$ cat config.mk
export PLATFORM = sky130hd
export DESIGN_NAME = note_sequencer
export DESIGN_NICKNAME = d
export VERILOG_FILES = /design/src/rtl/note_sequencer.sv
export SDC_FILE = /design/constraint.sdc
export NUM_CORES = 1
export LEC_CHECK = 0
export BUFFER_PORTS_ARGS = -buffer_cell sky130_fd_sc_hd__buf_2
export CORE_AREA = 4 4 83 85
export CTS_CLUSTER_DIAMETER = 80
export DETAILED_ROUTE_END_ITERATION = 10
export DIE_AREA = 0 0 87 89
export PLACE_DENSITY_LB_ADDON = 0.08
export RECOVER_POWER = 25
export SETUP_SLACK_MARGIN = 0.02
export SKIP_CTS_REPAIR_TIMING = 1
export SLEW_MARGIN = 20
export SYNTH_ARGS = -nofsm -noshare
export SYNTH_HDL_FRONTEND = slang
export SYNTH_SLANG_ARGS = --single-unit
$ cat constraint.sdc
create_clock -name clk -period 1.86 [get_ports clk]
set_input_delay 0.093 -clock clk [delete_from_list [all_inputs] [get_ports clk]]
set_output_delay 0.093 -clock clk [all_outputs]
set_load 0.005 [all_outputs]
$ cat src/rtl/note_sequencer.sv
`default_nettype none
// ============================================================================
//  Module   : note_sequencer
//  Purpose  : Walks a synchronous song ROM of (note code, length) pairs at a
//             tempo-derived tick rate and presents the current note code to
//             the downstream tone generator. Supports start/stop control,
//             looping, rests and an end-of-song marker (length 0).
//  Ports    : clk, reset        - system clock, async active-high reset
//             start, stop       - begin song from entry 0 / abort to idle
//             loop_en           - restart at entry 0 when the song ends
//             rom_addr          - registered ROM address
//             rom_code, rom_len - ROM data, valid one cycle after rom_addr
//             note_code         - current note code (registered)
//             note_valid        - tone audible (not a rest, not idle)
//             note_start        - one-cycle pulse on each new note
//             busy              - sequencer not idle
//             done              - one-cycle pulse when a non-looping song ends
//  Revision : 1.0 - initial release
// ============================================================================
module note_sequencer #(
    parameter int TICK_CYCLES = 18750000,
    parameter int NUM_NOTES   = 32,
    parameter int ADDR_W      = 5,
    parameter int CODE_W      = 5,
    parameter int LEN_W       = 4,
    parameter int REST_CODE   = 31
) (
    input  logic              clk,
    input  logic              reset,
    input  logic              start,
    input  logic              stop,
    input  logic              loop_en,
    output logic [ADDR_W-1:0] rom_addr,
    input  logic [CODE_W-1:0] rom_code,
    input  logic [LEN_W-1:0]  rom_len,
    output logic [CODE_W-1:0] note_code,
    output logic              note_valid,
    output logic              note_start,
    output logic              busy,
    output logic              done
);

    localparam int TICK_W = (TICK_CYCLES > 1) ? $clog2(TICK_CYCLES) : 1;

    localparam logic [1:0] c_st_idle  = 2'd0;
    localparam logic [1:0] c_st_fetch = 2'd1;
    localparam logic [1:0] c_st_load  = 2'd2;
    localparam logic [1:0] c_st_play  = 2'd3;

    localparam logic [TICK_W-1:0] c_tick_last = TICK_W'(TICK_CYCLES - 1);
    localparam logic [ADDR_W-1:0] c_addr_last = ADDR_W'(NUM_NOTES - 1);
    localparam logic [CODE_W-1:0] c_rest_code = CODE_W'(REST_CODE);
    localparam logic [LEN_W-1:0]  c_len_one   = LEN_W'(1);

    logic [1:0]        r_state;
    logic [ADDR_W-1:0] r_addr;
    logic [CODE_W-1:0] r_note_code;
    logic              r_note_valid;
    logic              r_note_start;
    logic              r_done;
    logic [TICK_W-1:0] r_tick;
    logic [LEN_W-1:0]  r_remaining;
    // Set when the address rolls past the last ROM entry; the following
    // LOAD then ends the pass even though the ROM holds a real note there.
    logic              r_wrap;

    logic w_end_of_pass;
    assign w_end_of_pass = (rom_len == '0) || r_wrap;

    always_ff @(posedge clk or posedge reset) begin
        if (reset) begin
            r_state      <= c_st_idle;
            r_addr       <= '0;
            r_note_code  <= '0;
            r_note_valid <= 1'b0;
            r_note_start <= 1'b0;
            r_done       <= 1'b0;
            r_tick       <= '0;
            r_remaining  <= '0;
            r_wrap       <= 1'b0;
        end else begin
            r_note_start <= 1'b0;
            r_done       <= 1'b0;
            if (stop && (r_state != c_st_idle)) begin
                // Abort wins over everything; address is left where it was.
                r_state      <= c_st_idle;
                r_note_valid <= 1'b0;
                r_wrap       <= 1'b0;
            end else begin
                case (r_state)
                    c_st_idle: begin
                        if (start && !stop) begin
                            r_addr  <= '0;
                            r_wrap  <= 1'b0;
                            r_state <= c_st_fetch;
                        end
                    end
                    c_st_fetch: begin
                        r_state <= c_st_load;
                    end
                    c_st_load: begin
                        if (w_end_of_pass) begin
                            r_wrap <= 1'b0;
                            if (loop_en) begin
                                r_addr  <= '0;
                                r_state <= c_st_fetch;
                            end else begin
                                r_done       <= 1'b1;
                                r_note_valid <= 1'b0;
                                r_state      <= c_st_idle;
                            end
                        end else begin
                            r_note_code  <= rom_code;
                            r_note_valid <= (rom_code != c_rest_code);
                            r_note_start <= 1'b1;
                            r_remaining  <= rom_len;
                            r_tick       <= '0;
                            r_state      <= c_st_play;
                        end
                    end
                    c_st_play: begin
                        if (r_tick == c_tick_last) begin
                            r_tick      <= '0;
                            r_remaining <= r_remaining - 1'b1;
                            if (r_remaining == c_len_one) begin
                                r_addr  <= r_addr + 1'b1;
                                r_state <= c_st_fetch;
                                if (r_addr == c_addr_last) begin
                                    r_wrap <= 1'b1;
                                end
                            end
                        end else begin
                            r_tick <= r_tick + 1'b1;
                        end
                    end
                    default: begin
                        r_state <= c_st_idle;
                    end
                endcase
            end
        end
    end

    assign rom_addr   = r_addr;
    assign note_code  = r_note_code;
    assign note_valid = r_note_valid;
    assign note_start = r_note_start;
    assign done       = r_done;
    assign busy       = (r_state != c_st_idle);

endmodule
`default_nettype wire

### After elaboration in Yosys (flattened, before gate mapping)

Index checks and enable logic that the tools add are counted.

| operators by class | value |
|---|---|
| add/subtract/negate cells | 3 |
| equality and inequality tests | 19 |
| mux-type cells | 37 |
| bitwise logic cells | 2 |
| reductions and logical operators | 18 |

Operators with widths:

| kind | count |
|---|---|
| $mux 25 | 2 |
| $pmux 25 s2 | 1 |
| $add 25x1->25 const B | 1 |
| $eq 25x25->1 const B | 1 |
| $mux 5 | 5 |
| $mux 1 | 18 |
| $ne 3x3->1 const B | 5 |
| $pmux 5 s3 | 1 |
| $ne 2x2->1 const B | 6 |
| $mux 2 | 5 |
| $reduce_and 3->1 | 3 |
| $mux 4 | 2 |
| $pmux 2 s4 | 1 |
| $pmux 4 s2 | 1 |
| $reduce_and 7->1 | 1 |
| $reduce_and 6->1 | 1 |
| $reduce_bool 2->1 | 3 |
| $add 5x1->5 const B | 1 |
| $eq 5x5->1 const B | 1 |
| $ne 5x5->1 const B | 1 |
| $eq 2x2->1 const B | 2 |
| $eq 4x1->1 const B | 1 |
| $logic_not 4->1 | 1 |
| $reduce_and 4->1 | 1 |
| other kinds (12) | 14 |

| word-level totals | value |
|---|---|
| flip-flop bits (word level) | 45 |
| bits of input ports | 14 |
| output and inout bits | 14 |
| word-level logic and storage cells | 88 |

### Depth between registers and ports, before layout

| depth | value |
|---|---|
| word-level depth | 6 |
| gate-level depth with buffers | 9 |
| depth with buffers taken out | 7 |

### Worst setup path before layout

Ideal clock, no wire load.

| path | value |
|---|---|
| path kind | reg2reg |
| from | register r_state[1] |
| to | register r_tick[11] |
| setup time | 0.126 ns |
| data arrival time | 1.841 ns |
| required time | 1.734 ns |
| slack | -0.107 ns |
| cell stages (with the launch flop) | 10 |
| buffers on the path | 3 |
| clock period less this slack | 1.967 ns |
| cells stage by stage | dfrtp_1 ha_1 buf_2 inv_2 o22ai_1 buf_2 nand2_1 nor2_2 buf_4 a21oi_1 |

| between the ends | value |
|---|---|
| word-level cells in the longest chain between the ends | 4 |
| elaborated cells between the ends (all ways) | 9 |
| classes of those cells | eq/ne (3); mux (1); bitwise (1); reduce/logical (4) |

RTL lines:

| item | line | text |
|---|---|---|
| from (decl) | 55 | `logic [1:0] r_state;` |
| from (signal assigned) | 72 | `r_state <= c_st_idle;` |
| from (signal assigned) | 86 | `r_state <= c_st_idle;` |
| from (signal assigned) | 95 | `r_state <= c_st_fetch;` |
| branches (longest 4 deep; another with $reduce_and 3->1) | -- |  |
| to (signal assigned) | 133 | `r_tick <= r_tick + 1'b1;` |
| to (decl) | 61 | `logic [TICK_W-1:0] r_tick;` |

Several ways; the timed one is not identified.
A chain may end at the register's enable or synchronous reset.

### Worst setup path after layout

| path | value |
|---|---|
| from | register r_tick[10] |
| to | register r_tick[23] |

| between the ends | value |
|---|---|
| word-level cells in the longest chain between the ends | 3 |
| elaborated cells between the ends (all ways) | 4 |
| classes of those cells | add/sub (1); eq/ne (1); mux (2) |

RTL lines:

| item | line | text |
|---|---|---|
| $add 25x1->25 / $eq 25x25->1 (equally long branches) | 133, 122 |  |
| $mux 25 (*) | 122 | `if (r_tick == c_tick_last) begin` |
| $pmux 25 s2 (*) | 90 | `case (r_state)` |

Mark *: on every way between the ends. The rest lies on a longest branch, timed or not.

==> results.md <==
- Critical path type: reg2reg
- Register area: 1127 sq um
- Setup slack of the critical path after layout: -44.61 ps
- Count of nets after finishing: 414
- # H-tree levels: 2
- Vias: 2,601
- Pre-CTS WS: -108.5 ps
- Max_slew headroom: 0.5575
- Share of the synthesized area in compound gates (AO/OA/AOI/OAI): 0.1776
- Clock Tree Buf Depth: 2
- Worst Path Required: 2080 ps
- Final wirelength: approximately 7600 um
- Max Cap Violations: 0
- Portion of the post-synthesis area used by sequential elements: 0.4174
- Overall routing resource usage: 0.1937
- Synth-to-Final Area Change: 44.99%
- Maximum number of pins on one net before global-route repair: 18
- Synthesized area: 2698 sq um
- Clock buffer count from CTS: 5
- Top-area cell type share of the netlist area: 0.4174
- Number of design-rule violations left by the first detailed-router iteration: 94
- RSZ-0062 raised after global routing: yes
- Slack of the worst reg-to-reg path: -40 ps
- Number of global-route vias before repair: roughly 2.5k
- Synth cell count leaders: 45 x sky130_fd_sc_hd__dfrtp_1, 30 x sky130_fd_sc_hd__nand2_1, 21 x sky130_fd_sc_hd__o21ai_0
- Share of post-route cells with drive strength above 1: 0.4297
- EDFF count, synth: 0
- Adder and majority cell fraction of the synthesized area: 0.04174
- Mapped Nets: 309
- Xor/xnor cell area share of the yosys netlist: 0.02597
- Number of routed nets with antenna violations: 0
- Clk Tree Root Cell: sky130_fd_sc_hd__clkbuf_8
- Total congestion overflow after global routing: 0
- Peak Freq: 525.0 MHz
- Post-synthesis mux area share: 0.02505
- Layout fillers: 523
- Worst-Skew Late Latency: 290 ps
- Final period utilization: 1.024
- Diode insertion count for antenna repair: 0
- Async S/R FF share, synth: 1.000
- Area used by multi-input combinational logic: 1750 sq um
- Post-synthesis average cell area: 9.432 sq um
- Final worst clock skew: around 6.2 ps
- Type of element capturing the critical path: flip-flop
- Synthesized netlist cell count: 286
- Combinational family with the most area after synthesis: simple AND/OR/NAND/NOR gates
- Worst Tran Pin Value: 663.0 ps
- Count of port buffers added during placement: 27
- Row count: 29
- Clock slew at the register clock pins of the worst setup and hold paths: 80 ps
- Number of antenna violations at the first check in global routing: 0
- Number of flip-flops and latches in the synthesized netlist: 45
- Global-route wire length before repair: 11,800 um
- Distinct cell type count of the synthesized netlist: 57
- Most common cell in the netlist: sky130_fd_sc_hd__dfrtp_1
- Hold Slack: 45.94 ps
- Classification of the worst-slack hold path: in2reg
- Area enclosed by the die boundary: between 7000 and 8000 sq um
- Starting utilization of the core area: 0.4348
- Area contributors post-synth: sky130_fd_sc_hd__dfrtp_1 42%, sky130_fd_sc_hd__ha_1 4.2%, sky130_fd_sc_hd__nand2_1 4.2%, sky130_fd_sc_hd__o21ai_0 3.9%, sky130_fd_sc_hd__a21oi_1 3.3%
- Synthesis warning total: 0
- Number of DRC violations after detailed routing: 0
- Number of sinks driven by the clock tree: 45
- Via-to-Cell Ratio: about 5.6
- Die span in y: 89 um
- Clock period minus final worst setup slack: 1905 ps
- Leak Pwr: 1.740 nW
- Synth Area in Simple Gates: 0.2783
- Width of the die: 87 um
- Kind of start point of the critical path: flip-flop
- Pins over their slew limit: 0
- Cells on worst reg2reg path: 6
- Violations in the final reports: setup timing
- Final Hold Fails: 0
- Worst Hold Depth: 2
- Peak VDD IR: around 0.0008 V
- Cell accounting for the most synthesized area: sky130_fd_sc_hd__dfrtp_1
- Detailed placer's ending HPWL: ~5500 um
- Drt wl/cell: 16.27 um
- Power per Cell Area: 1005 nW/um^2
- Number of placed I/O pins: 28
- Final estimated routing congestion in global placement: 0.8685
- Critical path data arrival time: 2120 ps
- Placeable Area: between 6000 and 7000 sq um
- Leading register cell type out of synthesis: sky130_fd_sc_hd__dfrtp_1
- First-pass iteration count of the detailed router: 4
- Result of the run: finished, violations left
- Clock tree from TritonCTS: built
- Count of endpoints failing setup in the final report: 19
- Top fanout value on the critical path: 4
- Sum of internal, switching and leakage power: 0.003932 W
-- metrics by stage --
stage / std cells / area, sq um / utilization / setup TNS (ps)
6_report: 468 / 3911 / 0.6304 / -456.5
5_1_grt: 468 / 3911 / 0.6304 / -2557
2_1_floorplan: 286 / 2740 / - / -6.049
3_5_place_dp: 448 / 3445 / 0.5552 / -831.2
4_1_cts: 455 / 3531 / 0.5691 / -1418
3_3_place_gp: 448 / 3445 / 0.5552 / -500.7
-- layout make-up --
cell class	count	area share
well taps	77	0.02463
clock buffers	7	0.02207
flip-flops and latches	45	0.2882
repair buffers	107	0.2044
multi-input cells	219	0.4475
inverters	13	0.01312
-- metal layers --
metal,track usage,wire (um),share of wire
met1,0.2808,3679,0.48
met3,0.03041,247,0.032
met5,0,0,0
met4,0.04249,40,0.0053
met2,0.3057,3647,0.48
-- final timing paths --
check / from / endpoint
max: r_tick[10]$_DFFE_PP0P_ / r_tick[23]$_DFFE_PP0P_
min: rom_code[1] / note_code[1]$_DFFE_PP0P_
max reg2reg: r_tick[10]$_DFFE_PP0P_ / r_tick[23]$_DFFE_PP0P_
min reg2reg: note_valid$_DFFE_PP0P_ / note_valid$_DFFE_PP0P_
max in group asynchronous: reset / r_tick[21]$_DFFE_PP0P_
min in group asynchronous: reset / r_tick[24]$_DFFE_PP0P_
-- placed cells by master, fill, tap and decap left out, types with 4 or more instances in the layout --
master	n
sky130_fd_sc_hd__clkbuf_1	5
sky130_fd_sc_hd__clkbuf_8	6
sky130_fd_sc_hd__nand4_1	10
sky130_fd_sc_hd__o21ai_0	18
sky130_fd_sc_hd__buf_2	24
sky130_fd_sc_hd__nor2_1	18
sky130_fd_sc_hd__nand3_1	14
sky130_fd_sc_hd__a21oi_2	5
sky130_fd_sc_hd__ha_1	6
sky130_fd_sc_hd__and3_1	4
sky130_fd_sc_hd__buf_4	68
sky130_fd_sc_hd__nand2_1	27
sky130_fd_sc_hd__or3_1	9
sky130_fd_sc_hd__inv_1	10
sky130_fd_sc_hd__xor2_1	6
sky130_fd_sc_hd__buf_6	7
sky130_fd_sc_hd__a21oi_1	12
sky130_fd_sc_hd__mux2_4	6
sky130_fd_sc_hd__a22o_1	4
sky130_fd_sc_hd__dfrtp_1	44
-- cell families (layout without fill, tap and decap cells) --
logic type	Yosys count	count (layout)
buffers and inverters	22	127
AOI/OAI and AO/OA	72	72
xor gates and xnor gates	8	8
muxes	6	6
and+or+nand+nor	124	124
DFF	45	45
adders and majority gates	9	9
-- critical path: stages (launching register included) --
cell,delay (ps)
sky130_fd_sc_hd__dfrtp_1,410
sky130_fd_sc_hd__buf_4,160
sky130_fd_sc_hd__nand4_1,160
sky130_fd_sc_hd__nor4_2,400
sky130_fd_sc_hd__nand2_1,170
sky130_fd_sc_hd__or3_1,360
sky130_fd_sc_hd__a21oi_1,150
-- report_power, final --
part | leakage, nW | internal [W] | switching [W]
Clock | 0.0443 | 0.000296 | 0.000323
Combinational | 1.09 | 0.00105 | 0.000986
Sequential | 0.602 | 0.00114 | 0.000139
-- registers in the layout, summed over array words and instances, names as in the netlist --
name,cells
r_state,2
done,1
r_tick,25
note_valid,1
note_code,5
r_wrap,1
r_remaining,4
note_start,1
rom_addr,5
Note: power is estimated with default switching activity, not from simulation.
